==> src/rtl/ser_tx_pkg.sv <==
// Shared types and defaults for the LSB-first serialiser: FSM state encoding and default word width.
package ser_tx_pkg;

  typedef enum logic [1:0] {
    IDLE  = 2'd0,
    SHIFT = 2'd1,
    PAR   = 2'd2
  } state_t;

  localparam int SER_TX_WIDTH_DEFAULT = 8;

endpackage

==> src/rtl/ser_tx.sv <==
// Parallel-to-serial, LSB first; bit 0 on q the cycle after accept, back-to-back frames, all outputs but in_ready registered.
// in_ready only in IDLE or the final-bit cycle; SER_TX_PARITY_EN appends an even-parity bit (frame WIDTH+1 cycles).
module ser_tx
  import ser_tx_pkg::*;
#(
  parameter int WIDTH = SER_TX_WIDTH_DEFAULT
) (
  input  logic             clk,
  input  logic             rst_n,
  input  logic [WIDTH-1:0] in_data,
  input  logic             in_valid,
  output logic             in_ready,
  output logic             q,
  output logic             q_valid,
  output logic             q_first,
  output logic             done
);

  localparam int CW = $clog2(WIDTH);
  localparam logic [CW-1:0] LAST = CW'(WIDTH - 1);
`ifndef SER_TX_PARITY_EN
  localparam logic [CW-1:0] PENULT = CW'(WIDTH - 2);
`endif

  state_t           state_q, state_d;
  logic [WIDTH-1:0] sh_q, sh_d;
  logic [CW-1:0]    cnt_q, cnt_d;
  logic             q_q, q_d;
  logic             q_valid_q, q_valid_d;
  logic             q_first_q, q_first_d;
  logic             done_q, done_d;
  logic             accept;

  // done_q marks the final-bit cycle, which is exactly when a new word may enter
  assign in_ready = (state_q == IDLE) || done_q;
  assign accept   = in_valid && in_ready;

  always_comb begin
    state_d   = state_q;
    sh_d      = sh_q;
    cnt_d     = cnt_q;
    q_d       = 1'b0;
    q_valid_d = 1'b0;
    q_first_d = 1'b0;
    done_d    = 1'b0;
    if (accept) begin
      state_d   = SHIFT;
      sh_d      = in_data;
      cnt_d     = '0;
      q_d       = in_data[0];
      q_valid_d = 1'b1;
      q_first_d = 1'b1;
    end else begin
      case (state_q)
        SHIFT: begin
          if (cnt_q != LAST) begin
            // rotate rather than shift so the full word survives for the parity bit
            sh_d      = {sh_q[0], sh_q[WIDTH-1:1]};
            cnt_d     = cnt_q + CW'(1);
            q_d       = sh_q[1];
            q_valid_d = 1'b1;
`ifndef SER_TX_PARITY_EN
            done_d    = (cnt_q == PENULT);
`endif
          end else begin
`ifdef SER_TX_PARITY_EN
            state_d   = PAR;
            q_d       = ^sh_q;
            q_valid_d = 1'b1;
            done_d    = 1'b1;
`else
            state_d   = IDLE;
`endif
          end
        end
`ifdef SER_TX_PARITY_EN
        PAR:     state_d = IDLE;
`endif
        default: state_d = IDLE;
      endcase
    end
  end

  always_ff @(posedge clk or negedge rst_n) begin
    if (!rst_n) begin
      state_q   <= IDLE;
      sh_q      <= '0;
      cnt_q     <= '0;
      q_q       <= 1'b0;
      q_valid_q <= 1'b0;
      q_first_q <= 1'b0;
      done_q    <= 1'b0;
    end else begin
      state_q   <= state_d;
      sh_q      <= sh_d;
      cnt_q     <= cnt_d;
      q_q       <= q_d;
      q_valid_q <= q_valid_d;
      q_first_q <= q_first_d;
      done_q    <= done_d;
    end
  end

  assign q       = q_q;
  assign q_valid = q_valid_q;
  assign q_first = q_first_q;
  assign done    = done_q;

endmodule

==> config.mk <==
export PLATFORM = sky130hd
export DESIGN_NAME = ser_tx
export DESIGN_NICKNAME = d
export VERILOG_FILES = /design/src/rtl/ser_tx_pkg.sv /design/src/rtl/ser_tx.sv
export SDC_FILE = /design/constraint.sdc
export NUM_CORES = 1
export LEC_CHECK = 0
export BUFFER_PORTS_ARGS = -buffer_cell sky130_fd_sc_hd__buf_2
export CORE_UTILIZATION = 55
export DETAILED_ROUTE_END_ITERATION = 6
export PLACE_DENSITY_LB_ADDON = 0.1
export SLEW_MARGIN = 20
export SYNTH_ARGS = -nofsm -noshare
export SYNTH_HDL_FRONTEND = slang
export SYNTH_SLANG_ARGS = --single-unit
export TNS_END_PERCENT = 50
==> constraint.sdc <==
create_clock -name clk -period 2.8 [get_ports clk]
set_clock_uncertainty 0.05 [all_clocks]
set_input_delay 0.42 -clock clk [delete_from_list [all_inputs] [get_ports clk]]
set_output_delay 0.42 -clock clk [all_outputs]
set_load 0.01 [all_outputs]
; ---- Word level (Yosys, flattened, before mapping)
; Index checks and enable logic that the tools add are counted.
[classes]
n_addsub = 1
n_mux = 19
eq_ne = 4
n_reduce_logical = 6
[op_table]
columns = op, count
row1 = $mux 8, 3
row2 = $mux 1, 10
row3 = $mux 3, 3
row4 = $mux 2, 3
row5 = $ne 3x3->1 const B, 2
row6 = $reduce_bool 2->1, 2
row7 = $add 3x1->3 const B, 1
row8 = $eq 3x3->1 const B, 1
row9 = $eq 2x1->1 const B, 1
row10 = $logic_not 2->1, 1
row11 = $reduce_and 2->1, 1
row12 = $logic_and 1x1->1, 1
row13 = $logic_or 1x1->1, 1
[word_totals]
word_cells = 37
register_bits = 17

; ---- Logic depth before layout (Yosys ltp)
; Gate-level depths: netlist of run 1.
[depth]
ltp_word = 5
depth_mapped = 7
ltp_nobuf = 5

; ---- Least setup slack after synthesis of run 1
; No wires, ideal clock.
[synth_path]
path_kind = reg2reg
from = reg cnt_q[1]
to = reg sh_q[0]
n_path_buf = 2
arrival_ns = 1.400
slack_ns = 1.228
path_stages_with_launch = 8
required_time_ns = 2.628
cell_sequence = dfrtp_1 -> ha_1 -> ha_1 -> nand2b_1 -> buf_2 -> buf_4 -> mux2i_1 -> o21ai_1
[synth_between]
elab_chain_cells = 3
[synth_lines]
columns = item, line_no
row1 = start: declaration, ser_tx.sv:27  ; logic [CW-1:0] cnt_q, cnt_d;
row2 = start signal: assignment, ser_tx.sv:96  ; cnt_q <= cnt_d;
row3 = $ne 3x3->1, ser_tx.sv:56  ; if (cnt_q != LAST) begin
row4 = $reduce_bool 2->1 (no source line), --
row5 = $reduce_and 2->1 (no source line), --
row6 = end signal: assignment, ser_tx.sv:87  ; sh_q <= '0;
row7 = end signal: assignment, ser_tx.sv:95  ; sh_q <= sh_d;
row8 = end: declaration, ser_tx.sv:26  ; logic [WIDTH-1:0] sh_q, sh_d;
; No other way between the ends.
; A chain may end at the register's enable or synchronous reset.

; ---- Worst setup path in the final report of run 1
[layout_path]
from = reg cnt_q[1]
to = reg sh_q[5]
; The elaborated chain is that of the path after synthesis.

==> metrics.log, run 1 <==
[metrics] fraction of post-synthesis cell area in the top cell type by area: 0.526
[metrics] core area: 1300 µm²
[metrics] total number of H-tree levels: 1
[metrics] count of cells along the worst hold path: 3
[metrics] P_int: 0.611 mW
[metrics] syn_area_per_cell: 11.5 µm²
[metrics] top achievable clock speed: 0.519 GHz
[metrics] number of warnings issued by yosys: 0
[metrics] combinational family with the most area after synthesis: simple AND/OR/NAND/NOR gates
[metrics] final hold vios: 0
[metrics] adder and majority gate portion of the synthesized area: 0.0493
[metrics] Critical Setup Path Class: reg2reg
[metrics] Setup Slack @ Placement: 0.925 ns
[metrics] vias in the first global route: 460
[metrics] root cell of the clock tree: clkbuf_4
[metrics] share of post-route cells with drive strength above 1: 0.263
[metrics] most frequent standard cell in the layout excluding fill and tap cells: dfrtp_1
[metrics] path category of the worst min-delay check: in2reg
[metrics] die width: 39.2 µm
[metrics] clock tree from TritonCTS: yes
[metrics] count of cell types in the netlist: 19
[metrics] leakage power total: 0.406 nW
[metrics] commonest non-fill, non-tap cells in the layout: dfrtp_1, buf_2, mux2i_1
[metrics] clk sinks: 16
[metrics] largest net degree at the start of global routing: 17
[metrics] global route overflow: 0
[metrics] worst-margin pin slew: 0.854 ns
[metrics] startpoint of the worst hold path: in_data[2]
[metrics] pwr dens: 1170 nW/µm²
[metrics] number of design-rule violations left by the first detailed-router iteration: 8
[metrics] PortBufs: 15
[metrics] leading post-synthesis cells by cell area: dfrtp_1, mux2i_1, nand3_1
[metrics] final number of max-transition violations: 0
[metrics] end point of the worst hold path: sh_q[2]$_DFFE_PN0P_
[metrics] number of antenna violations at the first check in global routing: 0
[metrics] fraction of the yosys area taken by sequential cells: 0.526
[metrics] Post-DP Area: 803 µm²
[metrics] std cell rows: 13
[metrics] area of the mapped netlist: 761 µm²
[metrics] Final #Nets: 95
[metrics] Chip Height: 39.2 µm
[metrics] RR Endpoint: sh_q[5]$_DFFE_PN0P_
[metrics] later-pin clock latency in the skew report: 0.28 ns
[metrics] gpl congestion: 0.723
[metrics] number of cells traversed by the worst register-to-register path: 5
[metrics] Pwr Total: 0.995 mW
[metrics] half-perimeter wire length after placement: 930 µm
[metrics] final worst path period need: 1.93 ns
[metrics] global-route wire length before repair: 2.19 mm
[metrics] antenna diode count: 0
[metrics] CTS clk-pin slew, worst paths: 0.10 ns
[metrics] routed length per placed instance: 14.5 µm
[metrics] boundary pin count: 16
[metrics] clock share of power: 0.154
[metrics] Slew headroom: 0.431
[metrics] Gate Count Post-Synth: 66
[metrics] total wirelength of the detailed-routed design: 1.38 mm
[metrics] Sequential Power Share: 0.402
[metrics] post-synthesis compound-gate area fraction: 0.0691
[metrics] largest fanout on the critical path: 15
[metrics] fraction of the mapped netlist area in simple logic gates: 0.148
[metrics] Comb pwr share: 0.444
[metrics] required time reported for the critical path endpoint: 2.95 ns
[metrics] DRC Markers: 0
[metrics] setup repair after global routing missed its margin: no
[metrics] number of synthesized register bits: 16
[metrics] effective utilization at floorplan: 0.585
[metrics] ratio of final minimum period to clock period: 0.689
[metrics] Critical Path Source Type: flop
[metrics] portion of netlist area occupied by mux cells: 0.118
[metrics] Syn Nets: 80
[metrics] number of detailed-routing iterations run before antenna repair: 4
[metrics] flop-to-flop setup slack: 0.87 ns
[metrics] Worst IR Drop VDD: 661 µV
[metrics] Net Switching: 0.384 mW
[metrics] Fin Setup TNS: 0 ns
[metrics] Final setup viols: 0
[metrics] nature of the critical path endpoint: flop
[metrics] most area-hungry cell type in the Yosys netlist: dfrtp_1
[metrics] post-route antenna net violation count: 0
[metrics] maximum root-to-sink buffer count: 2
[metrics] via count: 532
[metrics] Via-to-Cell Ratio: 5.60
[metrics] max-cap violation count: 0
[metrics] result of the run: finished clean
[metrics] switching part of the total: 0.386
[metrics] die outline area: 1540 µm²
[metrics] total CTS buffers: 3
[metrics] xor and xnor area share after synthesis: 0.0115
[metrics] post-route cell area: 850 µm²
[metrics] area delta synth->final: 11.7%
[metrics] All-Layer GR Usage: 0.226
[metrics] final worst-path setup slack: 0.872 ns
[metrics] worst reg2reg path startpoint: cnt_q[1]$_DFFE_PN0P_
[metrics] data arrival time of the worst path: 2.07 ns
[metrics] buffers inserted by post-CTS timing repair: 0
[how the worst max path moves through the flow]
stage,start,to,slack [ns],cells after the start
floorplan,cnt_q[1]$_DFFE_PN0P_,sh_q[0]$_DFFE_PN0P_,1.23,7
global placement,cnt_q[1]$_DFFE_PN0P_,sh_q[3]$_DFFE_PN0P_,0.98,5
detailed placement,cnt_q[1]$_DFFE_PN0P_,sh_q[5]$_DFFE_PN0P_,0.92,5
CTS,cnt_q[1]$_DFFE_PN0P_,sh_q[5]$_DFFE_PN0P_,0.89,5
global route,cnt_q[1]$_DFFE_PN0P_,sh_q[0]$_DFFE_PN0P_,0.73,5
finish,cnt_q[1]$_DFFE_PN0P_,sh_q[5]$_DFFE_PN0P_,0.87,5
[routing by layer]
metal  global-route usage  up-vias  wire [µm]
li1                     -      255          -
met1                0.321      258        660
met2                0.321       15        643
met3               0.0520        4         49
met4                0.103        0         22
met5                    0        -          0
[kinds of logic (layout without fill, tap and decap cells)]
kind of cell	Yosys count	in the layout
mux	9	9
xor+xnor	1	1
flops	16	16
compound gates	10	10
fa+ha+maj	3	3
buf+inv	8	22
simple gates	19	19
[area by class of cell]
class                   count  area (µm²)
fillers                   117         452
well taps                  15        18.8
inverters                   2        7.51
repair buffers             16        85.1
clock buffers               4        36.3
multi-input cells          42         302
flip-flops and latches     16         400
[worst max-delay path: stages (launching register included)]
cell and delay [ns]:
dfrtp_1 0.42, ha_1 0.19, ha_1 0.18, nand2b_1 0.53
mux2i_1 0.24, o21ai_0 0.22
[power by group through the flow]
stage               clock [mW]  sequential [mW]  combinational [mW]
floorplan                    0            0.398               0.378
global placement             0            0.400               0.417
detailed placement           0            0.405               0.438
CTS                      0.155            0.401               0.445
global route             0.166            0.411               0.499
finish                   0.153            0.400               0.441
[repair_timing]
item,CTS,global route
hold endpoints to repair,16,0
endpoints found under the setup margin,0,0
hold buffers,1,0
resized for setup,0,0
[synth_stat cells]
cell,number
nand3_1,8
nand2_1,1
buf_4,1
o21ai_1,5
and2_4,1
inv_1,2
nor3b_1,1
nor2_1,3
nand2b_1,4
a21oi_1,1
dfrtp_1,16
nor3_4,1
o21ai_0,3
buf_2,2
ha_1,3
xnor2_1,1
buf_6,3
mux2i_1,9
o31ai_1,1
[state kept, by name, indices dropped and copies added (netlist names)]
signal   cells
q            1
done         1
q_valid      1
cnt_q        3
state_q      1
q_first      1
sh_q         8
[through the flow]
step / std cells / util / hold slack, ns
after floorplan: 66 / - / 0.0744
after global placement: 90 / 0.617 / 0.298
after detailed placement: 90 / 0.617 / 0.301
after CTS: 95 / 0.653 / 0.310
after global routing: 95 / 0.653 / 0.301
final: 95 / 0.653 / 0.309
Power figures use the tool's default switching activity.
==> run 2, diff against run 1 <==
CORE_UTILIZATION = 51   (was 55)
clock period = 1.86 ns   (was 2.8 ns; I/O delays follow)
==> metrics.log, run 2 (synthesized netlist as in run 1, its figures left out) <==
[metrics] clock share of power: 0.115
[metrics] global-route wire length before repair: 1.97 mm
[metrics] critical path buffer and inverter count: 1
[metrics] maximum cell stage delay along the critical path: 0.41 ns
[metrics] largest net degree at the start of global routing: 17
[metrics] Slew headroom: 0.765
[metrics] number of antenna violations at the first check in global routing: 0
[metrics] Final setup viols: 0
[metrics] slowest CP cell: dfrtp_1
[metrics] leakage power total: 0.413 nW
[metrics] Most Frequent Cell on Critical Path: ha_1
[metrics] std cell rows: 13
[metrics] die width: 40.6 µm
[metrics] boundary pin count: 16
[metrics] Hold Worst Slack: 0.172 ns
[metrics] die outline area: 1650 µm²
[metrics] commonest non-fill, non-tap cells in the layout: dfrtp_1, buf_2, mux2i_1
[metrics] crit path cell chain: ha_1 -> ha_1 -> nand2b_1 -> buf_12 -> mux2i_1 -> o21ai_0
[metrics] largest register by flop count: sh_q
[metrics] effective utilization at floorplan: 0.563
[metrics] Sequential Power Share: 0.401
[metrics] Critical Path Source Type: flop
[metrics] leading registers by flop count: sh_q x8, cnt_q x3
[metrics] root cell of the clock tree: clkbuf_4
[metrics] area delta synth->final: 13.5%
[metrics] switching part of the total: 0.378
[metrics] final worst path period need: 1.65 ns
[metrics] Chip Height: 40.6 µm
[metrics] number of design-rule violations left by the first detailed-router iteration: 7
[metrics] path category of the worst min-delay check: in2reg
[metrics] post-route antenna net violation count: 0
[metrics] gpl congestion: 0.776
[metrics] PortBufs: 15
[metrics] later-pin clock latency in the skew report: 0.28 ns
[metrics] share of post-route cells with drive strength above 1: 0.272
[metrics] final hold vios: 0
[metrics] result of the run: finished clean
[metrics] final number of max-transition violations: 0
[metrics] total CTS buffers: 3
[metrics] worst-margin pin slew: 0.353 ns
[metrics] number of detailed-routing iterations run before antenna repair: 4
[metrics] vias in the first global route: 470
[metrics] data arrival time of the worst path: 1.76 ns
[metrics] All-Layer GR Usage: 0.192
[metrics] clock tree from TritonCTS: yes
[metrics] most frequent standard cell in the layout excluding fill and tap cells: dfrtp_1
[metrics] required time reported for the critical path endpoint: 1.97 ns
[metrics] clk sinks: 16
[metrics] total wirelength of the detailed-routed design: 1.31 mm
[metrics] pwr dens: 1740 nW/µm²
[metrics] top achievable clock speed: 0.606 GHz
[metrics] antenna diode count: 0
[metrics] Comb pwr share: 0.484
[metrics] P_int: 0.934 mW
[metrics] max-cap violation count: 0
[metrics] Final #Nets: 97
[metrics] largest fanout on the critical path: 12
[metrics] Worst IR Drop VDD: 943 µV
[metrics] maximum root-to-sink buffer count: 2
[metrics] category of cells accounting for the largest share of critical-path delay: flip-flops
[metrics] total number of H-tree levels: 1
[metrics] setup repair after global routing missed its margin: no
[metrics] ratio of final minimum period to clock period: 0.887
[metrics] CTS clk-pin slew, worst paths: 0.08 ns
[metrics] count of cells resized by post-cts repair: 0
[metrics] number of flip-flops under the largest register name: 8
[metrics] Critical Setup Path Class: reg2reg
[metrics] Net Switching: 0.568 mW
[metrics] via count: 517
[metrics] Via-to-Cell Ratio: 5.39
[metrics] Fin Setup TNS: 0 ns
[metrics] fill cell instance count of the final layout: 114
[metrics] global route overflow: 0
[metrics] half-perimeter wire length after placement: 926 µm
[metrics] nature of the critical path endpoint: flop
[metrics] core area: 1350 µm²
[metrics] DRC Markers: 0
[metrics] routed length per placed instance: 13.6 µm
## run 2: changes by cell type in the layout (fill, tap and decap cells not counted)
cell	delta
buf_4	+1
clkbuf_8	-1
buf_12	+1
## run 2: tightest hold or removal path, delay by kind of cell
kind | cells | cell delay (ns)
AOI/OAI and AO/OA | 1 | 0.07
buffers and inverters | 1 | 0.07
and+or+nand+nor | 1 | 0.05
## run 2: final timing paths
kind / from / to / slack (ns) / cells after the start
worst max-delay path: cnt_q[1]$_DFFE_PN0P_ / sh_q[5]$_DFFE_PN0P_ / 0.21 / 6
worst min-delay path: in_data[4] / sh_q[4]$_DFFE_PN0P_ / 0.17 / 3
worst max register to register: cnt_q[1]$_DFFE_PN0P_ / sh_q[5]$_DFFE_PN0P_ / 0.21 / 6
worst min register to register: sh_q[2]$_DFFE_PN0P_ / sh_q[1]$_DFFE_PN0P_ / 0.50 / 2
max in group asynchronous: rst_n / cnt_q[1]$_DFFE_PN0P_ / 1.12 / 2
min in group asynchronous: rst_n / done$_DFF_PN0_ / 0.38 / 2
## run 2: power groups by stage
| stage | sequential (mW) | clock, mW | combinational, mW |
|---|---|---|---|
| finish | 0.602 | 0.173 | 0.727 |
| global route | 0.625 | 0.197 | 0.807 |
| CTS | 0.602 | 0.180 | 0.737 |
| detailed placement | 0.608 | 0 | 0.731 |
| global placement | 0.601 | 0 | 0.710 |
| floorplan | 0.600 | 0 | 0.569 |
## run 2: repair_timing
| action | 4_1_cts | 5_1_grt |
|---|---|---|
| hold endpoints to repair | 16 | 0 |
| setup endpoints to repair | 0 | 0 |
| buffers inserted | 0 | 0 |
| hold buffers | 1 | 0 |
## run 2: final cells by class
type                       count  area [µm²]  share of cell area
sequential                    16         400               0.464
multi-input combinational     42         302               0.349
timing repair buffer          18         113               0.130
clock buffer                   3        22.5              0.0261
tap                           15        18.8              0.0217
inverter                       2        7.51             0.00870
## run 2: per-stage QoR
stage / cell area [µm²] / setup WS (ns) / power, mW / instances / utilization
5_1_grt: 863 / 0.106 / 1.63 / 96 / 0.639
4_1_cts: 863 / 0.198 / 1.52 / 96 / 0.639
3_5_place_dp: 831 / 0.215 / 1.34 / 92 / 0.615
3_3_place_gp: 831 / 0.251 / 1.31 / 92 / 0.615
2_1_floorplan: 761 / 0.288 / 1.17 / 66 / -
6_report: 863 / 0.211 / 1.50 / 96 / 0.639
## run 2: routing by layer
layer,GRT usage,up-vias,part of all wire
met1,0.242,235,0.50
met4,0.0750,0,0.015
met5,0,-,0
met3,0.0652,4,0.046
met2,0.302,23,0.44
li1,-,255,-
==> run 3, diff against run 2 <==
ABC_AREA = 1   (was not set)
CORE_UTILIZATION = 50   (was 51)
==> metrics.log, run 3 <==
[metrics] result of the run: finished clean
[metrics] fin cells: 108
[metrics] later-pin clock latency in the skew report: 0.27 ns
[metrics] largest register by flop count: sh_q
[metrics] number of warnings issued by yosys: 0
[metrics] Final #Nets: 109
[metrics] total CTS buffers: 3
[metrics] pwr dens: 1580 nW/µm²
[metrics] Net Switching: 0.531 mW
[metrics] area delta synth->final: 12.9%
[metrics] Gate Count Post-Synth: 77
[metrics] Critical Path Source Type: flop
[metrics] nature of the critical path endpoint: flop
[metrics] Chip Height: 40.5 µm
[metrics] via count: 569
[metrics] count of cell types in the netlist: 14
[metrics] effective utilization at floorplan: 0.554
[metrics] CTS clk-pin slew, worst paths: 0.09 ns
[metrics] number of design-rule violations left by the first detailed-router iteration: 10
[metrics] Post-synth EDFFs: 0
[metrics] total number of H-tree levels: 1
[metrics] number of synthesized register bits: 16
[metrics] die outline area: 1640 µm²
[metrics] max-cap violation count: 0
[metrics] final number of max-transition violations: 0
[metrics] area of the mapped netlist: 739 µm²
[metrics] commonest non-fill, non-tap cells in the layout: nand3_1, dfrtp_1, nand2_1, buf_2, inv_1
[metrics] final worst path period need: 1.54 ns
[metrics] syn_area_per_cell: 9.60 µm²
[metrics] std cell rows: 13
[metrics] Comb pwr share: 0.427
[metrics] slowest CP cell: dfrtp_1
[metrics] total wirelength of the detailed-routed design: 1.22 mm
[metrics] data arrival time of the worst path: 1.70 ns
[metrics] maximum root-to-sink buffer count: 2
[metrics] number of detailed-routing iterations run before antenna repair: 4
[metrics] Final setup viols: 0
[metrics] PortBufs: 15
[metrics] leakage power total: 0.443 nW
[metrics] top achievable clock speed: 0.648 GHz
[metrics] die width: 40.5 µm
[metrics] Critical Setup Path Class: reg2reg
[metrics] half-perimeter wire length after placement: 884 µm
[metrics] largest fanout on the critical path: 14
[metrics] clock tree from TritonCTS: yes
[metrics] most area-hungry cell type in the Yosys netlist: dfrtp_1
[metrics] Via-to-Cell Ratio: 5.27
[metrics] Sequential Power Share: 0.443
[metrics] post-synthesis async set-or-reset flop share: 1.00
[metrics] setup repair after global routing missed its margin: no
[metrics] most frequently used cell type in the post-synthesis netlist: nand3_1
[metrics] Hold Worst Slack: 0.167 ns
[metrics] Slew headroom: 0.766
[metrics] P_int: 0.786 mW
[metrics] cell count after placement: 104
[metrics] post-route antenna net violation count: 0
[metrics] maximum cell stage delay along the critical path: 0.41 ns
[metrics] share of post-route cells with drive strength above 1: 0.247
[metrics] clk sinks: 16
[metrics] required time reported for the critical path endpoint: 2.02 ns
[metrics] crit path cell chain: ha_1 -> ha_1 -> inv_1 -> nand2_2 -> inv_2 -> nand2_1 -> o21ai_1
[metrics] global-route wire length before repair: 2.02 mm
[metrics] Most Frequent Cell on Critical Path: ha_1
[metrics] leading registers by flop count: sh_q x8, cnt_q x3
[metrics] antenna diode count: 0
[metrics] DRC Markers: 0
[metrics] most numerous cell types in the synthesized netlist: nand3_1, dfrtp_1, nand2_1, inv_1, ha_1
[metrics] Fin Setup TNS: 0 ns
[metrics] number of flip-flops under the largest register name: 8
[metrics] most frequent standard cell in the layout excluding fill and tap cells: nand3_1
[metrics] Syn Nets: 91
[metrics] root cell of the clock tree: clkbuf_4
[metrics] core area: 1330 µm²
[metrics] final hold vios: 0
[metrics] routed length per placed instance: 11.3 µm
[metrics] Worst IR Drop VDD: 742 µV
[metrics] gpl congestion: 0.735
[metrics] All-Layer GR Usage: 0.192
[metrics] vias in the first global route: 496
[metrics] leading post-synthesis cells by cell area: dfrtp_1, nand3_1, nand2_1
[metrics] fraction of the yosys area taken by sequential cells: 0.541
[metrics] number of antenna violations at the first check in global routing: 0
[metrics] worst-margin pin slew: 0.351 ns
[metrics] clock share of power: 0.130
[metrics] switching part of the total: 0.403
[metrics] Pwr Total: 1.32 mW
[metrics] fraction of post-synthesis cell area in the top cell type by area: 0.541
[metrics] path category of the worst min-delay check: in2reg
[metrics] global route overflow: 0
[metrics] ratio of final minimum period to clock period: 0.830
[metrics] largest net degree at the start of global routing: 24
[metrics] ys flop type: dfrtp_1
[metrics] boundary pin count: 16
[run 3: repair_timing]
action | 4_1_cts | 5_1_grt
setup endpoints to repair | 0 | 0
setup buffers | 0 | 0
endpoints found under the hold margin | 16 | 0
resized for setup | 0 | 0
hold buffers | 1 | 0
[run 3: power by group through the flow]
stage / Combinational (mW) / Sequential (mW) / Clock (mW)
after floorplan: 0.453 / 0.592 / 0
after global placement: 0.551 / 0.589 / 0
after detailed placement: 0.570 / 0.592 / 0
after CTS: 0.574 / 0.584 / 0.183
after global routing: 0.651 / 0.606 / 0.194
final: 0.562 / 0.583 / 0.171
[run 3: metal layers]
metal	GRT usage	vias up	wire (µm)
met4	0.125	0	12
li1	-	292	-
met2	0.298	15	632
met3	0.0333	2	46
met1	0.242	260	533
met5	0	-	0
[run 3: cells by family after synthesis]
family / share of synthesized area
simple gates: 0.301
compound gates: 0.0389
buf+inv: 0.0677
flops: 0.541
fa+ha+maj: 0.0508
[run 3: area by class of cell]
cell class	count	area, µm²
timing repair buffer	16	85.1
tap	15	18.8
fill	124	499
clock buffer	3	22.5
multi-input combinational	53	289
sequential	16	400
inverter	5	18.8
[run 3: metrics by stage]
stage | utilization | setup slack, ns | instance area [µm²]
6_report | 0.626 | 0.317 | 835
5_1_grt | 0.626 | 0.213 | 835
4_1_cts | 0.626 | 0.314 | 835
3_5_place_dp | 0.601 | 0.331 | 802
3_3_place_gp | 0.601 | 0.409 | 802
2_1_floorplan | - | 0.532 | 739
[run 3: path summary, 6_finish.rpt]
| check | startpoint | endpoint | slack [ns] | cells past startpoint |
|---|---|---|---|---|
| max reg2reg | cnt_q[1]$_DFFE_PN0P_ | cnt_q[1]$_DFFE_PN0P_ | 0.32 | 7 |
| min in group asynchronous | rst_n | state_q[0]$_DFFE_PN0P_ | 0.38 | 2 |
| min reg2reg | sh_q[6]$_DFFE_PN0P_ | sh_q[6]$_DFFE_PN0P_ | 0.47 | 2 |
| max in group asynchronous | rst_n | sh_q[3]$_DFFE_PN0P_ | 1.12 | 2 |
| max | cnt_q[1]$_DFFE_PN0P_ | cnt_q[1]$_DFFE_PN0P_ | 0.32 | 7 |
| min | in_data[7] | sh_q[7]$_DFFE_PN0P_ | 0.17 | 3 |
[run 3: critical path: cells and delay by family (launching register included)]
kind | cells | cell delay, ns
AOI/OAI and AO/OA | 1 | 0.13
adders and majority gates | 2 | 0.36
buffers and inverters | 2 | 0.26
DFF | 1 | 0.41
and+or+nand+nor | 2 | 0.26
